[src/rtl/decoder_stage_controller_multi_round_pkg.sv]
// rtl/decoder_stage_controller_multi_round_pkg.sv - stage codes shared by the controller, the PUs and the decoder array
package decoder_stage_controller_multi_round_pkg;

  localparam int STAGE_WIDTH = 3;

  localparam logic [STAGE_WIDTH-1:0] STAGE_IDLE   = 3'd0;
  localparam logic [STAGE_WIDTH-1:0] STAGE_LOAD   = 3'd1;
  localparam logic [STAGE_WIDTH-1:0] STAGE_GROW   = 3'd2;
  localparam logic [STAGE_WIDTH-1:0] STAGE_MERGE  = 3'd3;
  localparam logic [STAGE_WIDTH-1:0] STAGE_SYNC   = 3'd4;
  localparam logic [STAGE_WIDTH-1:0] STAGE_RESULT = 3'd5;

  // Controller state codes are the stage codes, so the stage output is the state register itself
  typedef enum logic [STAGE_WIDTH-1:0] {
    ST_IDLE   = STAGE_IDLE,
    ST_LOAD   = STAGE_LOAD,
    ST_GROW   = STAGE_GROW,
    ST_MERGE  = STAGE_MERGE,
    ST_SYNC   = STAGE_SYNC,
    ST_RESULT = STAGE_RESULT
  } state_t;

endpackage

[src/rtl/decoder_stage_controller_multi_round_if.sv]
// rtl/decoder_stage_controller_multi_round_if.sv - start/ack handshake, array status and stage/result bundle
// master = stage controller, slave = host/front-end and decoder array side
interface decoder_stage_controller_multi_round_if #(
  parameter int ITERATION_COUNTER_WIDTH = 8,
  parameter int CYCLE_COUNTER_WIDTH     = 16
);
  import decoder_stage_controller_multi_round_pkg::*;

  logic                               start;
  logic                               busy;
  logic                               has_message_flying;
  logic                               has_odd_clusters;
  logic [STAGE_WIDTH-1:0]             stage;
  logic                               result_valid;
  logic                               result_ack;
  logic                               timeout;
  logic [ITERATION_COUNTER_WIDTH-1:0] iteration_counter;
  logic [CYCLE_COUNTER_WIDTH-1:0]     cycle_counter;
  logic                               watchdog_tripped;

  modport master (
    input  start, has_message_flying, has_odd_clusters, result_ack,
    output busy, stage, result_valid, timeout, iteration_counter, cycle_counter, watchdog_tripped
  );

  modport slave (
    output start, has_message_flying, has_odd_clusters, result_ack,
    input  busy, stage, result_valid, timeout, iteration_counter, cycle_counter, watchdog_tripped
  );

endinterface

[src/rtl/decoder_stage_controller_multi_round_stage_settle_counter.sv]
// rtl/decoder_stage_controller_multi_round_stage_settle_counter.sv - quiet-window counter for MERGE/SYNC exit
// o_done is combinational: it marks the cycle whose closing edge completes SETTLE_CYCLES quiet cycles
module stage_settle_counter #(
  parameter int SETTLE_CYCLES = 3
) (
  input  logic i_clk,
  input  logic i_reset,
  input  logic i_active,
  input  logic i_clear,
  input  logic i_flying,
  output logic o_done
);

  localparam int CW = $clog2(SETTLE_CYCLES + 1);
  localparam logic [CW-1:0] COUNT_LAST = CW'(SETTLE_CYCLES - 1);

  logic [CW-1:0] r_count;
  logic          w_restart;

  assign o_done    = i_active && !i_flying && (r_count == COUNT_LAST);
  assign w_restart = i_clear || !i_active || i_flying || o_done;

  always_ff @(posedge i_clk or negedge i_reset) begin
    if (!i_reset) begin
      r_count <= '0;
    end else if (w_restart) begin
      r_count <= '0;
    end else begin
      r_count <= r_count + CW'(1);
    end
  end

endmodule

[src/rtl/decoder_stage_controller_multi_round.sv]
// rtl/decoder_stage_controller_multi_round.sv - sequences LOAD/GROW/MERGE/SYNC rounds until no odd clusters remain
// Optional per-visit MERGE/SYNC dwell watchdog: STAGE_CONTROLLER_WATCHDOG_EN
module decoder_stage_controller_multi_round
  import decoder_stage_controller_multi_round_pkg::*;
#(
  parameter int ITERATION_COUNTER_WIDTH = 8,
  parameter int MAX_ITERATIONS          = 16,
  parameter int LOAD_CYCLES             = 2,
  parameter int SETTLE_CYCLES           = 3,
  parameter int CYCLE_COUNTER_WIDTH     = 16,
  parameter int WATCHDOG_CYCLES         = 1024
) (
  input logic                                   i_clk,
  input logic                                   i_reset,
  decoder_stage_controller_multi_round_if.master bus
);

  localparam int LW = (LOAD_CYCLES > 1) ? $clog2(LOAD_CYCLES) : 1;
  localparam logic [LW-1:0] LOAD_LAST = LW'(LOAD_CYCLES - 1);
  localparam logic [ITERATION_COUNTER_WIDTH-1:0] MAX_ITER = ITERATION_COUNTER_WIDTH'(MAX_ITERATIONS);

  state_t                             r_state;
  state_t                             w_next_state;
  logic [LW-1:0]                      r_load_count;
  logic [ITERATION_COUNTER_WIDTH-1:0] r_iteration;
  logic [CYCLE_COUNTER_WIDTH-1:0]     r_cycle;
  logic                               r_timeout;
  logic                               r_watchdog;

  logic w_in_settle;
  logic w_settle_done;
  logic w_watchdog_hit;
  logic w_state_change;
  logic w_counting;
  logic w_clear;
  logic w_set_timeout;
  logic w_set_watchdog;
  logic w_iter_inc;

  assign w_in_settle    = (r_state == ST_MERGE) || (r_state == ST_SYNC);
  assign w_state_change = (r_state != w_next_state);
  assign w_counting     = (r_state == ST_LOAD) || (r_state == ST_GROW) || w_in_settle;

  stage_settle_counter #(
    .SETTLE_CYCLES (SETTLE_CYCLES)
  ) u_settle (
    .i_clk    (i_clk),
    .i_reset  (i_reset),
    .i_active (w_in_settle),
    .i_clear  (w_state_change),
    .i_flying (bus.has_message_flying),
    .o_done   (w_settle_done)
  );

`ifdef STAGE_CONTROLLER_WATCHDOG_EN
  localparam int DW = $clog2(WATCHDOG_CYCLES + 1);
  localparam logic [DW-1:0] DWELL_LAST = DW'(WATCHDOG_CYCLES - 1);

  logic [DW-1:0] r_dwell;

  always_ff @(posedge i_clk or negedge i_reset) begin
    if (!i_reset) begin
      r_dwell <= '0;
    end else if (!w_in_settle || w_state_change) begin
      r_dwell <= '0;
    end else begin
      r_dwell <= r_dwell + DW'(1);
    end
  end

  assign w_watchdog_hit = w_in_settle && (r_dwell == DWELL_LAST);
`else
  // No dwell counter in this build; the comparison is constant false and only keeps the parameter referenced
  assign w_watchdog_hit = (WATCHDOG_CYCLES < 0);
`endif

  always_ff @(posedge i_clk or negedge i_reset) begin
    if (!i_reset) begin
      r_state <= ST_IDLE;
    end else begin
      r_state <= w_next_state;
    end
  end

  always_comb begin
    w_next_state   = r_state;
    w_clear        = 1'b0;
    w_set_timeout  = 1'b0;
    w_set_watchdog = 1'b0;
    w_iter_inc     = 1'b0;
    case (r_state)
      ST_IDLE: begin
        if (bus.start) begin
          w_next_state = ST_LOAD;
          w_clear      = 1'b1;
        end
      end
      ST_LOAD: begin
        if (r_load_count == LOAD_LAST) begin
          w_next_state = ST_SYNC;
        end
      end
      ST_GROW: begin
        w_next_state = ST_MERGE;
      end
      ST_MERGE: begin
        if (w_settle_done) begin
          w_next_state = ST_SYNC;
        end else if (w_watchdog_hit) begin
          w_next_state   = ST_RESULT;
          w_set_watchdog = 1'b1;
        end
      end
      ST_SYNC: begin
        // A quiet window completing on the same edge as the watchdog wins: the SYNC decision is valid
        if (w_settle_done) begin
          if (!bus.has_odd_clusters) begin
            w_next_state = ST_RESULT;
          end else if (r_iteration == MAX_ITER) begin
            w_next_state  = ST_RESULT;
            w_set_timeout = 1'b1;
          end else begin
            w_next_state = ST_GROW;
            w_iter_inc   = 1'b1;
          end
        end else if (w_watchdog_hit) begin
          w_next_state   = ST_RESULT;
          w_set_watchdog = 1'b1;
        end
      end
      ST_RESULT: begin
        if (bus.result_ack) begin
          w_next_state = ST_IDLE;
        end
      end
      default: begin
        w_next_state = ST_IDLE;
      end
    endcase
  end

  always_ff @(posedge i_clk or negedge i_reset) begin
    if (!i_reset) begin
      r_load_count <= '0;
    end else if ((r_state == ST_LOAD) && (w_next_state == ST_LOAD)) begin
      r_load_count <= r_load_count + LW'(1);
    end else begin
      r_load_count <= '0;
    end
  end

  always_ff @(posedge i_clk or negedge i_reset) begin
    if (!i_reset) begin
      r_iteration <= '0;
      r_cycle     <= '0;
      r_timeout   <= 1'b0;
      r_watchdog  <= 1'b0;
    end else if (w_clear) begin
      r_iteration <= '0;
      r_cycle     <= '0;
      r_timeout   <= 1'b0;
      r_watchdog  <= 1'b0;
    end else begin
      if (w_iter_inc) begin
        r_iteration <= r_iteration + ITERATION_COUNTER_WIDTH'(1);
      end
      if (w_counting && (r_cycle != '1)) begin
        r_cycle <= r_cycle + CYCLE_COUNTER_WIDTH'(1);
      end
      if (w_set_timeout) begin
        r_timeout <= 1'b1;
      end
      if (w_set_watchdog) begin
        r_watchdog <= 1'b1;
      end
    end
  end

  assign bus.stage             = r_state;
  assign bus.busy              = (r_state != ST_IDLE);
  assign bus.result_valid      = (r_state == ST_RESULT);
  assign bus.iteration_counter = r_iteration;
  assign bus.cycle_counter     = r_cycle;
  assign bus.timeout           = r_timeout;
  assign bus.watchdog_tripped  = r_watchdog;

endmodule

[src/flat_wrapper.sv]
// flat-port wrapper written by rule: the top's interface ports become plain ports
module decoder_stage_controller_multi_round_flat import decoder_stage_controller_multi_round_pkg::*;
#(
  parameter int ITERATION_COUNTER_WIDTH = 8,
  parameter int MAX_ITERATIONS          = 16,
  parameter int LOAD_CYCLES             = 2,
  parameter int SETTLE_CYCLES           = 3,
  parameter int CYCLE_COUNTER_WIDTH     = 16,
  parameter int WATCHDOG_CYCLES         = 1024
)
  (i_clk, i_reset, bus_start, bus_has_message_flying, bus_has_odd_clusters, bus_result_ack, bus_busy, bus_stage, bus_result_valid, bus_timeout, bus_iteration_counter, bus_cycle_counter, bus_watchdog_tripped);
  decoder_stage_controller_multi_round_if #(.ITERATION_COUNTER_WIDTH(ITERATION_COUNTER_WIDTH), .CYCLE_COUNTER_WIDTH(CYCLE_COUNTER_WIDTH)) bus_i ();
  input logic i_clk;
  input logic i_reset;
  input wire logic [$bits(bus_i.start)-1:0] bus_start;
  input wire logic [$bits(bus_i.has_message_flying)-1:0] bus_has_message_flying;
  input wire logic [$bits(bus_i.has_odd_clusters)-1:0] bus_has_odd_clusters;
  input wire logic [$bits(bus_i.result_ack)-1:0] bus_result_ack;
  output wire logic [$bits(bus_i.busy)-1:0] bus_busy;
  output wire logic [$bits(bus_i.stage)-1:0] bus_stage;
  output wire logic [$bits(bus_i.result_valid)-1:0] bus_result_valid;
  output wire logic [$bits(bus_i.timeout)-1:0] bus_timeout;
  output wire logic [$bits(bus_i.iteration_counter)-1:0] bus_iteration_counter;
  output wire logic [$bits(bus_i.cycle_counter)-1:0] bus_cycle_counter;
  output wire logic [$bits(bus_i.watchdog_tripped)-1:0] bus_watchdog_tripped;
  assign bus_i.start = bus_start;
  assign bus_i.has_message_flying = bus_has_message_flying;
  assign bus_i.has_odd_clusters = bus_has_odd_clusters;
  assign bus_i.result_ack = bus_result_ack;
  assign bus_busy = bus_i.busy;
  assign bus_stage = bus_i.stage;
  assign bus_result_valid = bus_i.result_valid;
  assign bus_timeout = bus_i.timeout;
  assign bus_iteration_counter = bus_i.iteration_counter;
  assign bus_cycle_counter = bus_i.cycle_counter;
  assign bus_watchdog_tripped = bus_i.watchdog_tripped;
  decoder_stage_controller_multi_round #(.ITERATION_COUNTER_WIDTH(ITERATION_COUNTER_WIDTH), .MAX_ITERATIONS(MAX_ITERATIONS), .LOAD_CYCLES(LOAD_CYCLES), .SETTLE_CYCLES(SETTLE_CYCLES), .CYCLE_COUNTER_WIDTH(CYCLE_COUNTER_WIDTH), .WATCHDOG_CYCLES(WATCHDOG_CYCLES)) u_core (.i_clk(i_clk), .i_reset(i_reset), .bus(bus_i));
endmodule
[config.mk]
export PLATFORM = sky130hd
export DESIGN_NAME = decoder_stage_controller_multi_round_flat
export DESIGN_NICKNAME = d
export VERILOG_FILES = /design/src/rtl/decoder_stage_controller_multi_round_pkg.sv /design/src/rtl/decoder_stage_controller_multi_round_if.sv /design/src/rtl/decoder_stage_controller_multi_round_stage_settle_counter.sv /design/src/rtl/decoder_stage_controller_multi_round.sv /design/src/flat_wrapper.sv
export SDC_FILE = /design/constraint.sdc
export NUM_CORES = 1
export LEC_CHECK = 0
export ABC_AREA = 1
export BUFFER_PORTS_ARGS = -buffer_cell sky130_fd_sc_hd__buf_4
export CORE_AREA = 10 10 74 76
export CTS_BUF_LIST = sky130_fd_sc_hd__clkbuf_4 sky130_fd_sc_hd__clkbuf_8
export DETAILED_ROUTE_END_ITERATION = 10
export DIE_AREA = 0 0 84 86
export GPL_TIMING_DRIVEN = 0
export PLACE_DENSITY = 0.78
export SLEW_MARGIN = 20
export SYNTH_ARGS = -nofsm -noshare
export SYNTH_HDL_FRONTEND = slang
export SYNTH_SLANG_ARGS = --single-unit
[constraint.sdc]
create_clock -name i_clk -period 1.49 [get_ports i_clk]
set_clock_uncertainty 0.1 [all_clocks]
set_input_delay 0.0745 -clock i_clk [delete_from_list [all_inputs] [get_ports i_clk]]
set_output_delay 0.0745 -clock i_clk [all_outputs]
set_load 0.1 [all_outputs]
# Word-level counts from Yosys, hierarchy flattened

Index checks and enable logic that the tools add are counted.

Register bits: 32
Bits in latches: 0
Bits in writable memories: 0
ROM bits: 0
Input port bits: 6
Output and inout port bits: 31
Memories kept: 0

Add/sub/neg operators: 4
$mul: 0
Div/mod/pow operators: 0
$lt $le $gt $ge: 0
Equal/unequal tests: 10
Shifts and indexed selects: 0
Mux-type cells: 27
Bitwise logic cells: 0
Reduce and logical (&&, ||, !) cells: 17

Operators with widths:

| kind                  | number |
|---|---|
| $mux 16               | 2 |
| $mux 3                | 7 |
| $pmux 3 s6            | 1 |
| $add 16x1->16 const B | 1 |
| $mux 8                | 2 |
| $ne 16x16->1 const B  | 1 |
| $mux 1                | 14 |
| $add 8x1->8 const B   | 1 |
| $eq 8x5->1 const B    | 1 |
| $eq 3x1->1 const B    | 2 |
| $eq 3x2->1 const B    | 2 |
| $eq 3x3->1 const B    | 2 |
| $logic_or 1x1->1      | 6 |
| $reduce_bool 2->1     | 3 |
| $logic_and 1x1->1     | 4 |
| $logic_not 3->1       | 1 |
| $ne 3x3->1            | 1 |
| $reduce_bool 3->1     | 1 |
| $add 2x1->2 const B   | 1 |
| $eq 2x2->1 const B    | 1 |
| $logic_not 1->1       | 2 |
| $mux 2                | 1 |
| $add 1x1->1 const B   | 1 |

# Logic depth before layout (Yosys ltp)

Depth in word-level cells: 11
Gate-level depth with buffers: 10
Mapped depth without buffers: 10

# Modules after synthesis

From an unflattened synthesis, not the netlist that was laid out.

Cells, all modules: 277
Area total of the unflattened synthesis: 1,964.4 um2

By module, submodules not included:

| module                               | instances | cells each | area each (um2) | seq. area each (um2) |
|---|---|---|---|---|
| decoder_stage_controller_multi_round | 1         | 266        | 1,868.0         | 725.7 |
| stage_settle_counter                 | 1         | 11         | 96.3            | 50.0 |

# Worst setup path after synthesis

Ideal clock, no wire load.

Path type: register -> register
From: reg u_core.r_iteration[0], in the netlist u_core.bus.iteration_counter[0]
To: reg u_core.r_iteration[5], in the netlist u_core.bus.iteration_counter[5]
Arrival time: 2.140 ns
Data required time: 1.269 ns
Path slack: -0.871 ns
Stages on the path, launching flop included: 11
Cell sequence: dfrtp_1 > inv_1 > ha_1 > inv_1 > nor2_1 > nand2_1 > nor2_1 > nor2_1 > nand3_1 > nand3_1 > nand2_1

Cells in the longest elaborated chain, start to end: 6

Ends and longest elaborated chain:

| what                               | line                                        | source |
|---|---|---|
| start, declared                    | decoder_stage_controller_multi_round.sv:25  | `logic [ITERATION_COUNTER_WIDTH-1:0] r_iteration;` |
| start signal, assigned             | decoder_stage_controller_multi_round.sv:165 | `r_iteration <= r_iteration + ITERATION_COUNTER_WIDTH'(1);` |
| $eq 8x5->1                         | decoder_stage_controller_multi_round.sv:119 | `end else if (r_iteration == MAX_ITER) begin` |
| $mux 1                             | decoder_stage_controller_multi_round.sv:119 |  |
| $mux 1                             | decoder_stage_controller_multi_round.sv:117 | `if (!bus.has_odd_clusters) begin` |
| $mux 1                             | decoder_stage_controller_multi_round.sv:116 | `if (w_settle_done) begin` |
| $mux 1                             | decoder_stage_controller_multi_round.sv:91  | `case (r_state)` |
| $reduce_bool 2->1 (no source line) | --                                          |  |

Parallel ways exist; a longest one is shown, timed or not. The select of a mux whose other input is x is not followed.
A chain may end at the register's enable or synchronous reset.

# Final worst setup path

From: reg u_core.r_state[0], in the netlist u_core.bus.stage[0]
To: reg u_core.r_iteration[4], in the netlist u_core.bus.iteration_counter[4]

Cells in the longest elaborated chain, start to end: 7

Ends and longest elaborated chain:

| what                                     | line                                                                                   | source |
|---|---|---|
| start, declared                          | decoder_stage_controller_multi_round.sv:22                                             | `state_t r_state;` |
| start signal, assigned                   | decoder_stage_controller_multi_round.sv:81                                             | `r_state <= w_next_state;` |
| $eq 3x2->1 or $eq 3x3->1 (tied branches) | decoder_stage_controller_multi_round.sv:40, decoder_stage_controller_multi_round.sv:91 |  |
| $logic_or 1x1->1                         | decoder_stage_controller_multi_round.sv:40                                             | `assign w_in_settle = (r_state == ST_MERGE) \|\| (r_state == ST_SYNC);` |
| $logic_and 1x1->1 (2 in series)          | decoder_stage_controller_multi_round_stage_settle_counter.sv:20                        | `assign o_done = i_active && !i_flying && (r_count == COUNT_LAST);` |
| $mux 1                                   | decoder_stage_controller_multi_round.sv:116                                            |  |
| $mux 1                                   | decoder_stage_controller_multi_round.sv:91                                             |  |
| $reduce_bool 2->1 (no source line)       | --                                                                                     |  |

Parallel ways exist; a longest one is shown, timed or not.

==> results.json <==
{
  "rr_worst_depth": 8,
  "worstPathRequired_ns": 1.57,
  "design.core.area_um2": 3970,
  "drt_iter0_drc": 247,
  "final_cell_count_no_fill": 401,
  "drive_above_1_share_pct": 46.2,
  "dieArea_um2": 7220,
  "mostFrequentLayoutCell": "nand2_1",
  "fmax_mhz": 595,
  "cp_common_cell": "nand2_2",
  "crit_chain": "buf_4 > nand3_1 > nand2_2 > nand2_2 > nor2_4 > nand3_4 > nand3_2 > nand2_1",
  "chipWidth_um": 84,
  "worst_slack_ns": -0.190,
  "track_usage_pct": 16.6,
  "hpwl_um": 3480,
  "wl_per_cell_um": 15.8,
  "synthToLayoutAreaGrowth_pct": 52.4,
  "ant_nets": 0,
  "rows": 23,
  "gp_congestion": 0.920,
  "hp-class": "in2reg",
  "crit_path_max_fanout": 5,
  "crit_type": "reg2reg",
  "final_cell_mix": "77 x nand2_1, 59 x buf_4, 23 x nor2_1",
  "irDropWorstVdd_mv": 1.58,
  "holdWs_ns": 0.0360,
  "power_uw": 4870,
  "ys_seq_elements": 31,
  "vias": 2154,
  "end_kind": "register",
  "initial_core_util_pct": 49.8,
  "worstPathArrival_ns": 1.76,
  "finalSetupViolations": 30,
  "detail_route.wirelength_um": 6330,
  "htreeDepth": 2,
  "drc_errors": 0,
  "hold_viol": 0,
  "dp_cells": 360,
  "power_per_cell_area_nw_per_um2": 1610,
  "synth.distinct_cells": 25,
  "synth_warnings": 0,
  "p_leak_uw": 0.00141,
  "cap_viol_max_count": 0,
  "grt_max_degree": 32,
  "violations": "setup timing",
  "numCtsBuffers": 5,
  "antenna_found_initial": 0,
  "die_y_um": 86,
  "maxSlewViolCount": 0,
  "ios": 37,
  "critical_path.slowest_cell": "dfrtp_4",
  "cts_tree": "done",
  "startpoint_type": "register",
  "drt_pass1_iterations": 4,
  "overflow": 0,
  "cts-root-buf": "clkbuf_8",
  "layout_min_cycle_time_ns": 1.68,
  "status": "finished with violations",
  "finish.utilization_pct": 76.0,
  "path_clk_slew_ns": 0.07,
  "diodes": 0,
  "netlist_area_um2": 1980,
  "grt_pass1_wl_um": 9960,
  "finalCritPeriodShare_pct": 113,
  "ys_seq_area_share_pct": 39.2,
  "min_path_cells": 4,
  "fin_nets": 360,
  "rsz0062_at_grt": "true",
  "slowest_delay_ns": 0.48,
  "clock_latency_ns": 0.29,
  "vias_per_cell": 5.37,
  "port_buffers": 35,
  "grt_pass1_vias": 2146,
  "synthesis.instances": 275,
  "syn-num-nets": 285,
  "cts_buffer_depth": 2,
  "syn_area_per_cell_um2": 7.20,
  "cts_sinks": 31
}
## worst max-delay path, delay by kind of cell (launching register included)
kind | cells | cell delay, ns
buf+inv | 1 | 0.14
flops | 1 | 0.48
simple gates | 7 | 0.84
## kinds of logic after synthesis
family / share of synthesized area [%]
compound gates: 3.54
flops: 39.2
fa+ha+maj: 2.53
buf+inv: 7.71
xor+xnor: 4.87
simple gates: 42.0
other cells: 0.189
## cells in the mapped netlist (all sizes together)
cell | number | share of area [%]
xor2 | 9 | 4.0
nand3b | 2 | 0.76
nor3 | 2 | 1.1
nand3 | 31 | 8.1
ha | 4 | 2.5
a21oi | 2 | 0.51
conb | 1 | 0.19
inv | 29 | 5.5
o21ai | 6 | 1.5
nand4 | 15 | 4.7
xnor2 | 2 | 0.89
dfrtp | 31 | 39
nor2 | 38 | 9.5
buf | 6 | 2.2
nand2 | 93 | 18
o21bai | 4 | 1.5
## per-layer routing
layer | share of wire (%) | up-vias | global-route usage [%]
met1 | 40 | 1030 | 18.5
li1 | - | 1034 | -
met2 | 52 | 84 | 28.9
met3 | 6.9 | 6 | 5.01
met4 | 1.5 | 0 | 7.00
met5 | 0 | - | 0
## power by group
group / internal, uW / switching [uW]
combinational: 969 / 1950
sequential: 1020 / 207
clock: 386 / 330
total: 2370 / 2490
## what timing repair did
item | 4_1_cts | 5_1_grt
resized for setup | 44 | 14
setup buffers | 24 | 5
setup endpoints to repair | 30 | 30
gates cloned | 2 | 0
endpoints found under the hold margin | 32 | 0
hold buffers | 2 | 0
pin swaps | 19 | 10
## stage by stage
| step | instance area, um2 | TNS, ns | setup WS [ns] |
|---|---|---|---|
| after global placement | 2450 | -5.02 | -0.241 |
| final | 3020 | -4.27 | -0.190 |
| after detailed placement | 2450 | -4.83 | -0.223 |
| after CTS | 2920 | -3.36 | -0.159 |
| after floorplan | 2120 | -6.86 | -0.290 |
| after global routing | 3020 | -6.21 | -0.270 |
## state kept, by name (all words and copies together), names as in the netlist
| register | flops |
|---|---|
| u_core.bus.iteration_counter | 8 |
| u_core.bus.timeout | 1 |
| u_core.bus.cycle_counter | 16 |
| u_core.u_settle.r_count | 2 |
| u_core.r_load_count | 1 |
| u_core.bus.stage | 3 |
## final cells by class
cell class | count | area (um2)
clock buffers | 8 | 91.3
flip-flops and latches | 31 | 847
inverters | 29 | 131
repair buffers | 67 | 561
plain buffers | 6 | 61.3
multi-input cells | 210 | 1260
fillers | 268 | 955
well taps | 50 | 62.6
## final timing paths
check                                                     start  slack (ns)                                          end
min in group asynchronous                               i_reset        0.15         u_core.u_settle.r_count[0]$_DFF_PN0_
hold reg to reg            u_core.u_settle.r_count[0]$_DFF_PN0_        0.33         u_core.u_settle.r_count[0]$_DFF_PN0_
setup / recovery                  u_core.bus.stage[0]$_DFF_PN0_       -0.19  u_core.bus.iteration_counter[4]$_DFFE_PN0P_
setup reg to reg                  u_core.bus.stage[0]$_DFF_PN0_       -0.19  u_core.bus.iteration_counter[4]$_DFFE_PN0P_
max in group asynchronous                               i_reset        0.80      u_core.bus.cycle_counter[6]$_DFFE_PN0P_
hold / removal                           bus_has_message_flying        0.04         u_core.u_settle.r_count[1]$_DFF_PN0_
Note: power is estimated with default switching activity, not from simulation.
